## config.mk

```make
export PLATFORM = sky130hd
export DESIGN_NAME = alu_op_sequencer
export DESIGN_NICKNAME = d
export VERILOG_FILES = /design/src/rtl/alu_op_sequencer.sv
export SDC_FILE = /design/constraint.sdc
export NUM_CORES = 1
export LEC_CHECK = 0
export ABC_CLOCK_PERIOD_IN_PS = 2000
export CAP_MARGIN = 20
export CORE_ASPECT_RATIO = 1.5
export CORE_MARGIN = 2
export CORE_UTILIZATION = 66
export DETAILED_ROUTE_END_ITERATION = 10
export DONT_BUFFER_PORTS = 1
export PLACE_DENSITY = 0.91
export SYNTH_ARGS = -nofsm -noshare
export SYNTH_HDL_FRONTEND = slang
export SYNTH_SLANG_ARGS = --single-unit
```

## constraint.sdc

```tcl
create_clock -name clk -period 2 [get_ports clk]
set_input_delay 0.4 -clock clk [delete_from_list [all_inputs] [get_ports clk]]
set_output_delay 0.4 -clock clk [all_outputs]
set_load 0.02 [all_outputs]
```

## src/rtl/alu_op_sequencer.sv

```systemverilog
// alu_op_sequencer
//   Drives an external 4-bit combinational ALU to execute 8-bit operations.
//   Each command is split into a low-nibble pass and a high-nibble pass; ADD
//   adds a third pass that folds the low-nibble carry into the high nibble.
//   The result, the carry out of bit 7 and the caller tag come back over a
//   valid/ready response channel.
//
// Ports
//   clk, rst                 clock, synchronous active-high reset
//   cmd_valid/cmd_ready      command handshake
//   cmd_a, cmd_b, cmd_mode   8-bit operands, mode 00 ADD, 01 AND, 10 OR, 11 NOT A
//   cmd_tag                  opaque tag echoed on the response
//   alu_a, alu_b, alu_mode   nibble operands and mode to the external ALU
//   alu_result               combinational ALU result
//   rsp_valid/rsp_ready      response handshake
//   rsp_result, rsp_carry    8-bit result, carry out of bit 7 (ADD only)
//   rsp_tag                  tag of the completed command
//   rsp_zero                 (ALU_OP_SEQUENCER_ZERO_FLAG_EN only) rsp_result==0
//
// Optional feature macro: ALU_OP_SEQUENCER_ZERO_FLAG_EN

module alu_op_sequencer #(
    parameter int TAG_W = 2
) (
    input  logic             clk,
    input  logic             rst,
    input  logic             cmd_valid,
    output logic             cmd_ready,
    input  logic [7:0]       cmd_a,
    input  logic [7:0]       cmd_b,
    input  logic [1:0]       cmd_mode,
    input  logic [TAG_W-1:0] cmd_tag,
    output logic [3:0]       alu_a,
    output logic [3:0]       alu_b,
    output logic [1:0]       alu_mode,
    input  logic [3:0]       alu_result,
    output logic             rsp_valid,
    input  logic             rsp_ready,
    output logic [7:0]       rsp_result,
    output logic             rsp_carry,
`ifdef ALU_OP_SEQUENCER_ZERO_FLAG_EN
    output logic             rsp_zero,
`endif
    output logic [TAG_W-1:0] rsp_tag
);

    localparam logic [1:0] MODE_ADD = 2'b00;

    typedef enum logic [2:0] {
        S_IDLE,
        S_LO,
        S_HI,
        S_CRY,
        S_RSP
    } state_t;

    state_t           r_state;
    state_t           w_next;
    logic [7:0]       r_a;
    logic [7:0]       r_b;
    logic [1:0]       r_mode;
    logic [TAG_W-1:0] r_tag;
    logic [7:0]       r_res;
    logic             r_c_lo;
    logic             r_c_hi;
    logic             r_carry;
    logic             w_is_add;
`ifdef ALU_OP_SEQUENCER_ZERO_FLAG_EN
    logic             r_zero;
`endif

    assign w_is_add   = (r_mode == MODE_ADD);
    assign cmd_ready  = (r_state == S_IDLE) && !rst;
    assign rsp_valid  = (r_state == S_RSP) && !rst;
    assign rsp_result = r_res;
    assign rsp_carry  = r_carry;
    assign rsp_tag    = r_tag;
`ifdef ALU_OP_SEQUENCER_ZERO_FLAG_EN
    assign rsp_zero   = r_zero;
`endif

    always_ff @(posedge clk) begin
        if (rst) r_state <= S_IDLE;
        else     r_state <= w_next;
    end

    // Next state and ALU drive; the ALU sees zeros whenever it is not in use.
    always_comb begin
        w_next   = r_state;
        alu_a    = 4'h0;
        alu_b    = 4'h0;
        alu_mode = 2'b00;
        case (r_state)
            S_IDLE: if (cmd_valid) w_next = S_LO;
            S_LO: begin
                alu_a    = r_a[3:0];
                alu_b    = r_b[3:0];
                alu_mode = r_mode;
                w_next   = S_HI;
            end
            S_HI: begin
                alu_a    = r_a[7:4];
                alu_b    = r_b[7:4];
                alu_mode = r_mode;
                w_next   = w_is_add ? S_CRY : S_RSP;
            end
            S_CRY: begin
                // Fold the low-nibble carry into the high nibble with one more ADD.
                alu_a    = r_res[7:4];
                alu_b    = {3'b000, r_c_lo};
                alu_mode = MODE_ADD;
                w_next   = S_RSP;
            end
            S_RSP:   if (rsp_ready) w_next = S_IDLE;
            default: w_next = S_IDLE;
        endcase
    end

    // Holding registers. A 4-bit add wrapped iff its sum is below an operand.
    always_ff @(posedge clk) begin
        if (rst) begin
            r_a     <= '0;
            r_b     <= '0;
            r_mode  <= '0;
            r_tag   <= '0;
            r_res   <= '0;
            r_c_lo  <= 1'b0;
            r_c_hi  <= 1'b0;
            r_carry <= 1'b0;
`ifdef ALU_OP_SEQUENCER_ZERO_FLAG_EN
            r_zero  <= 1'b0;
`endif
        end else begin
            case (r_state)
                S_IDLE: begin
                    if (cmd_valid) begin
                        r_a     <= cmd_a;
                        r_b     <= cmd_b;
                        r_mode  <= cmd_mode;
                        r_tag   <= cmd_tag;
                        r_res   <= '0;
                        r_c_lo  <= 1'b0;
                        r_c_hi  <= 1'b0;
                        r_carry <= 1'b0;
                    end
                end
                S_LO: begin
                    r_res[3:0] <= alu_result;
                    if (w_is_add) r_c_lo <= (alu_result < r_a[3:0]);
                end
                S_HI: begin
                    r_res[7:4] <= alu_result;
                    if (w_is_add) r_c_hi <= (alu_result < r_a[7:4]);
`ifdef ALU_OP_SEQUENCER_ZERO_FLAG_EN
                    else r_zero <= (alu_result == 4'h0) && (r_res[3:0] == 4'h0);
`endif
                end
                S_CRY: begin
                    r_res[7:4] <= alu_result;
                    r_carry    <= r_c_hi | (alu_result < r_res[7:4]);
`ifdef ALU_OP_SEQUENCER_ZERO_FLAG_EN
                    r_zero     <= (alu_result == 4'h0) && (r_res[3:0] == 4'h0);
`endif
                end
                S_RSP: begin
`ifdef ALU_OP_SEQUENCER_ZERO_FLAG_EN
                    if (rsp_ready) r_zero <= 1'b0;
`endif
                end
                default: ;
            endcase
        end
    end

endmodule

```

Word-level counts from Yosys, hierarchy flattened
Cells that the tools add are included.
Word-level totals
  register bits: 34
  input port bits: 28
  memory bits (read-only): 0
  latch bits: 0
  logic and storage cells: 56
  memories: 0
  memory bits (writable): 0
Operators by class
  div/mod/pow operators: 0
  add/subtract/negate cells: 0
  reduce and logical (&&, ||, !) cells: 18
  multiplexer cells: 16
  bitwise operators: 1
  multiply operators: 0
  $lt $le $gt $ge: 3
  equal/unequal tests: 8
  shift-type cells: 0
Operator list (number)
  $pmux 4 s3: 2
  $pmux 4 s2: 2
  $pmux 3 s5: 1
  $lt 4x4->1: 3
  $reduce_and 2->1: 5
  $mux 3: 3
  $mux 8: 1
  $ne 2x2->1 const B: 4
  $reduce_bool 2->1: 4
  $eq 3x2->1 const B: 2
  $pmux 1 s2: 3
  $reduce_and 3->1: 2
  $reduce_or 2->1: 2
  $eq 3x1->1 const B: 1
  $eq 3x3->1 const B: 1
  $logic_not 3->1: 1
  $mux 1: 3
  $logic_and 1x1->1: 2
  $logic_not 2->1: 1
  $mux 2: 1
  $logic_not 1->1: 1
  $or 1x1->1: 1

Logic depth before layout (Yosys ltp)
  depth in word-level cells: 4
  mapped depth: 6

Least setup slack after synthesis
No wires, ideal clock.
  kind: reg-to-output
  start point: register r_state[2]
  end point: output cmd_ready
  data arrival time: 1.389 ns
  slack: 0.211 ns
  stages on the path, launching flop included: 4
  data required time: 1.600 ns
  path through: dfxtp_1 buf_6 clkbuf_1 nor4_1
On the way
  cells in the longest elaborated chain, start to end: 2
Ends and longest elaborated chain
  start: declaration: line 57  | state_t r_state;
  start signal: assignment: line 84  | else r_state <= w_next;
  $logic_not 3->1: line 73  | assign cmd_ready = (r_state == S_IDLE) && !rst;
  $logic_and 1x1->1: line 73
  end: declaration: line 28  | output logic cmd_ready,
Every way passes these cells.

Worst setup path in the final report
  start point: register r_state[0]
  end point: output alu_a[3]
On the way
  cells in the longest elaborated chain, start to end: 2
  elaborated cells between the ends (all ways): 4
Ends and longest elaborated chain
  $eq 3x2->1 or $eq 3x1->1 (tied branches): line 93  | case (r_state)
  $pmux 4 s3 *: line 93
  end: declaration: line 33  | output logic [3:0] alu_a,
Every way passes the cells marked *; elsewhere a longest branch is shown, timed or not.

==> reports/qor.csv <==
stage,metric,value,unit
run_status,status,"finished, final reports clean",
finish,n_fill_cell,189,
finish,fin_util,0.750,
drt,drt_pass1_iterations,4,
placement,dp_slack,0.286,ns
power,p_total,1.60,mW
synth,synth_mux_area_frac,0.0174,
drt,drcViolationCount,0,
drt,wl_per_cell,14.6,um
drt,routed_wl,3.98,mm
setup_path,worstSetupEndpointType,output pin,
setup_path,critPathMaxStageDelay,0.42,ns
finish,fin_area,0.00196,mm2
drt,drtIter0Drc,67,
setup_path,cp_slowest_cell,dfxtp_1,
setup_path,crit_fanout,8,
synth,synthArstFlopShare,0,
synth,synth_area_leader_cell,dfxtp_1,
clock_tree,cts.clk_slew.worst_paths,0.06,ns
synth,synth_xor_area_frac,0,
global_route,antenna_found_initial,0,
synth,synth_edf_count,0,
finish,drive_gt1_frac,0.153,
global_route,grt_util_all_layers,0.269,
finish,stdcell_count,272,
synth,synth_top_area_share,0.379,
clock_tree,cts_tree,yes,
sta,drv_slew,0,
synth,synthesis.nets,264,
finish,final_nets,273,
placement,place_area,0.00187,mm2
sta,rsz0062_at_grt,false,
setup_path,cp.arrival,1.49,ns
sta,setup_tns,0,ns
worst_hold_path,worstHoldPathType,input pin to register,
floorplan,fp.coreArea,0.00262,mm2
power,powerDensity,817,mW/mm2
sta,clock.fmax,0.529,GHz
power,power.leakage,0.760,nW
finish,diodes,0,
clock_tree,cts_setup_buffers,0,
synth,synth_cell_types,36,
drt,drtAntennaViolNets,0,
placement,gp_congestion,0.868,
sta,fin_crit,1.89,ns
run,maxCapViolations,0,
clock_tree,clockRootBuffer,clkbuf_8,
sta,holdWs,0.173,ns
power,peakVddDrop,0.000640,V
clock_tree,clkLatencyLatePin,0.28,ns
clock_tree,clock-sinks,34,
sta,finClkSkew,0.00651,ns
floorplan,die_h,67.9,um
sta,slew_headroom,0.645,
clock_tree,numCtsBuffers,5,
global_route,first_global_vias,1423,
synth,synthTopCellsByCount,"nand2_1 (52), dfxtp_1 (34), a21oi_1 (28)",
synth,synth_compound_area_frac,0.191,
clock_tree,cts_hold_buf,0,
sta,timing.final.hold_violations,0,
setup_path,reg2reg_slack,0.34,ns
clock_tree,cts_resized,1,
clock_tree,cts-htree-levels,2,
drt,vias_per_cell,5.79,
sta,worstMarginPinSlew,0.530,ns
setup_path,start_kind,register,
floorplan,num_rows,23,
clock_tree,clock_tree.buffer_depth,2,
floorplan,initial_utilization,0.685,
global_route,grt_overflow,0,
synth,synth.most_common_cell,nand2_1,
floorplan,dieArea,0.00316,mm2
setup_path,critPathTopFamily,flip-flops,
drt,vias,1576,
global_route,grt_max_degree,37,
floorplan,die_w,46.6,um
floorplan,io_pins,51,
setup_path,worstPathRequired,1.60,ns
synth,synth-adder-area-share,0.0628,
synth,synth_top_family_by_area,simple AND/OR/NAND/NOR gates,
placement,io_buffers,0,
synth,syn_avg_cell_area,7.90,um2
sta,finalSetupViolations,0,
synth,yosysWarnings,0,
global_route,grt_pass1_wl,6.03,mm
synth,synthTopCellsByArea,"dfxtp_1 (38%), nand2_1 (11%), a21oi_1 (7.8%)",
placement,hpwl,2.82,mm
finish,syn2layout_area_growth,9.41,%
sta,worst_slack,0.110,ns
synth,ys_seq_elements,34,
synth,synth_flop_cell,dfxtp_1,
synth,synth_cells,227,
sta,final.period_utilization,0.945,
setup_path,critPathBufInv,1,
synth,synthSimpleGateAreaFrac,0.271,
setup_path,path_cells,"buf_4, nand2_1, o21ai_0, a21oi_1, nor2_1",
synth,synth.cell_area,0.00179,mm2
placement,dp.cells,266,
synth,yosysSeqAreaShare,0.379,
setup_path,critical_path_class,register to output pin,
kinds of logic (layout without fill, tap and decap cells):
kind of cell               Yosys count  count (layout)
DFF                                 34              34
and+or+nand+nor                    101             101
muxes                                3               3
adders and majority gates            9               9
AOI/OAI and AO/OA                   54              54
buffers and inverters               26              34
cells in the final DEF (no fill, tap or decap), types with 2 or more instances in the layout:
cell and n:
mux2i_1 2, inv_1 11, nand2_1 52, clkbuf_8 6
nor3_1 5, a21oi_1 28, buf_4 17, nand3_1 5
ha_1 9, nand2b_1 3, dfxtp_1 32, and2_1 2
dfxtp_2 2, o21ai_0 8, a22oi_1 11, nor2_1 21
flip-flops by register name, summed over array words and instances (netlist names):
signal / flops
r_mode: 2
r_a: 8
r_state: 3
r_c_hi: 1
rsp_result: 8
rsp_carry: 1
r_c_lo: 1
rsp_tag: 2
r_b: 8
power by group:
part           switching [mW]  internal (mW)  leakage (nW)
registers              0.0543          0.729         0.279
clock network           0.223          0.265        0.0431
logic                   0.197          0.137         0.439
total                   0.474           1.13         0.760
path summary, 6_finish.rpt:
kind,startpoint,endpoint,cells after the start
hold / removal,rst,rsp_result[6],1
setup reg to reg,r_state[0],r_b[5],5
setup / recovery,r_state[0],alu_a[3],5
hold reg to reg,r_b[3],r_b[3],2
area by class of cell:
class / instances / area [um2] / share of cell area
multi-input cells: 167 / 982 / 0.500
inverters: 11 / 41.3 / 0.0210
well taps: 37 / 46.3 / 0.0236
clock buffers: 6 / 82.6 / 0.0421
flip-flops and latches: 34 / 683 / 0.348
repair buffers: 17 / 128 / 0.0650
routing by layer:
metal	routed length, um	up-vias	global-route usage	share of wire
met5	0	-	0	0
met4	89	0	0.136	0.022
met3	236	7	0.0739	0.059
met2	2100	55	0.455	0.53
met1	1550	729	0.297	0.39
li1	-	785	-	-
Note: power is estimated with default switching activity, not from simulation.
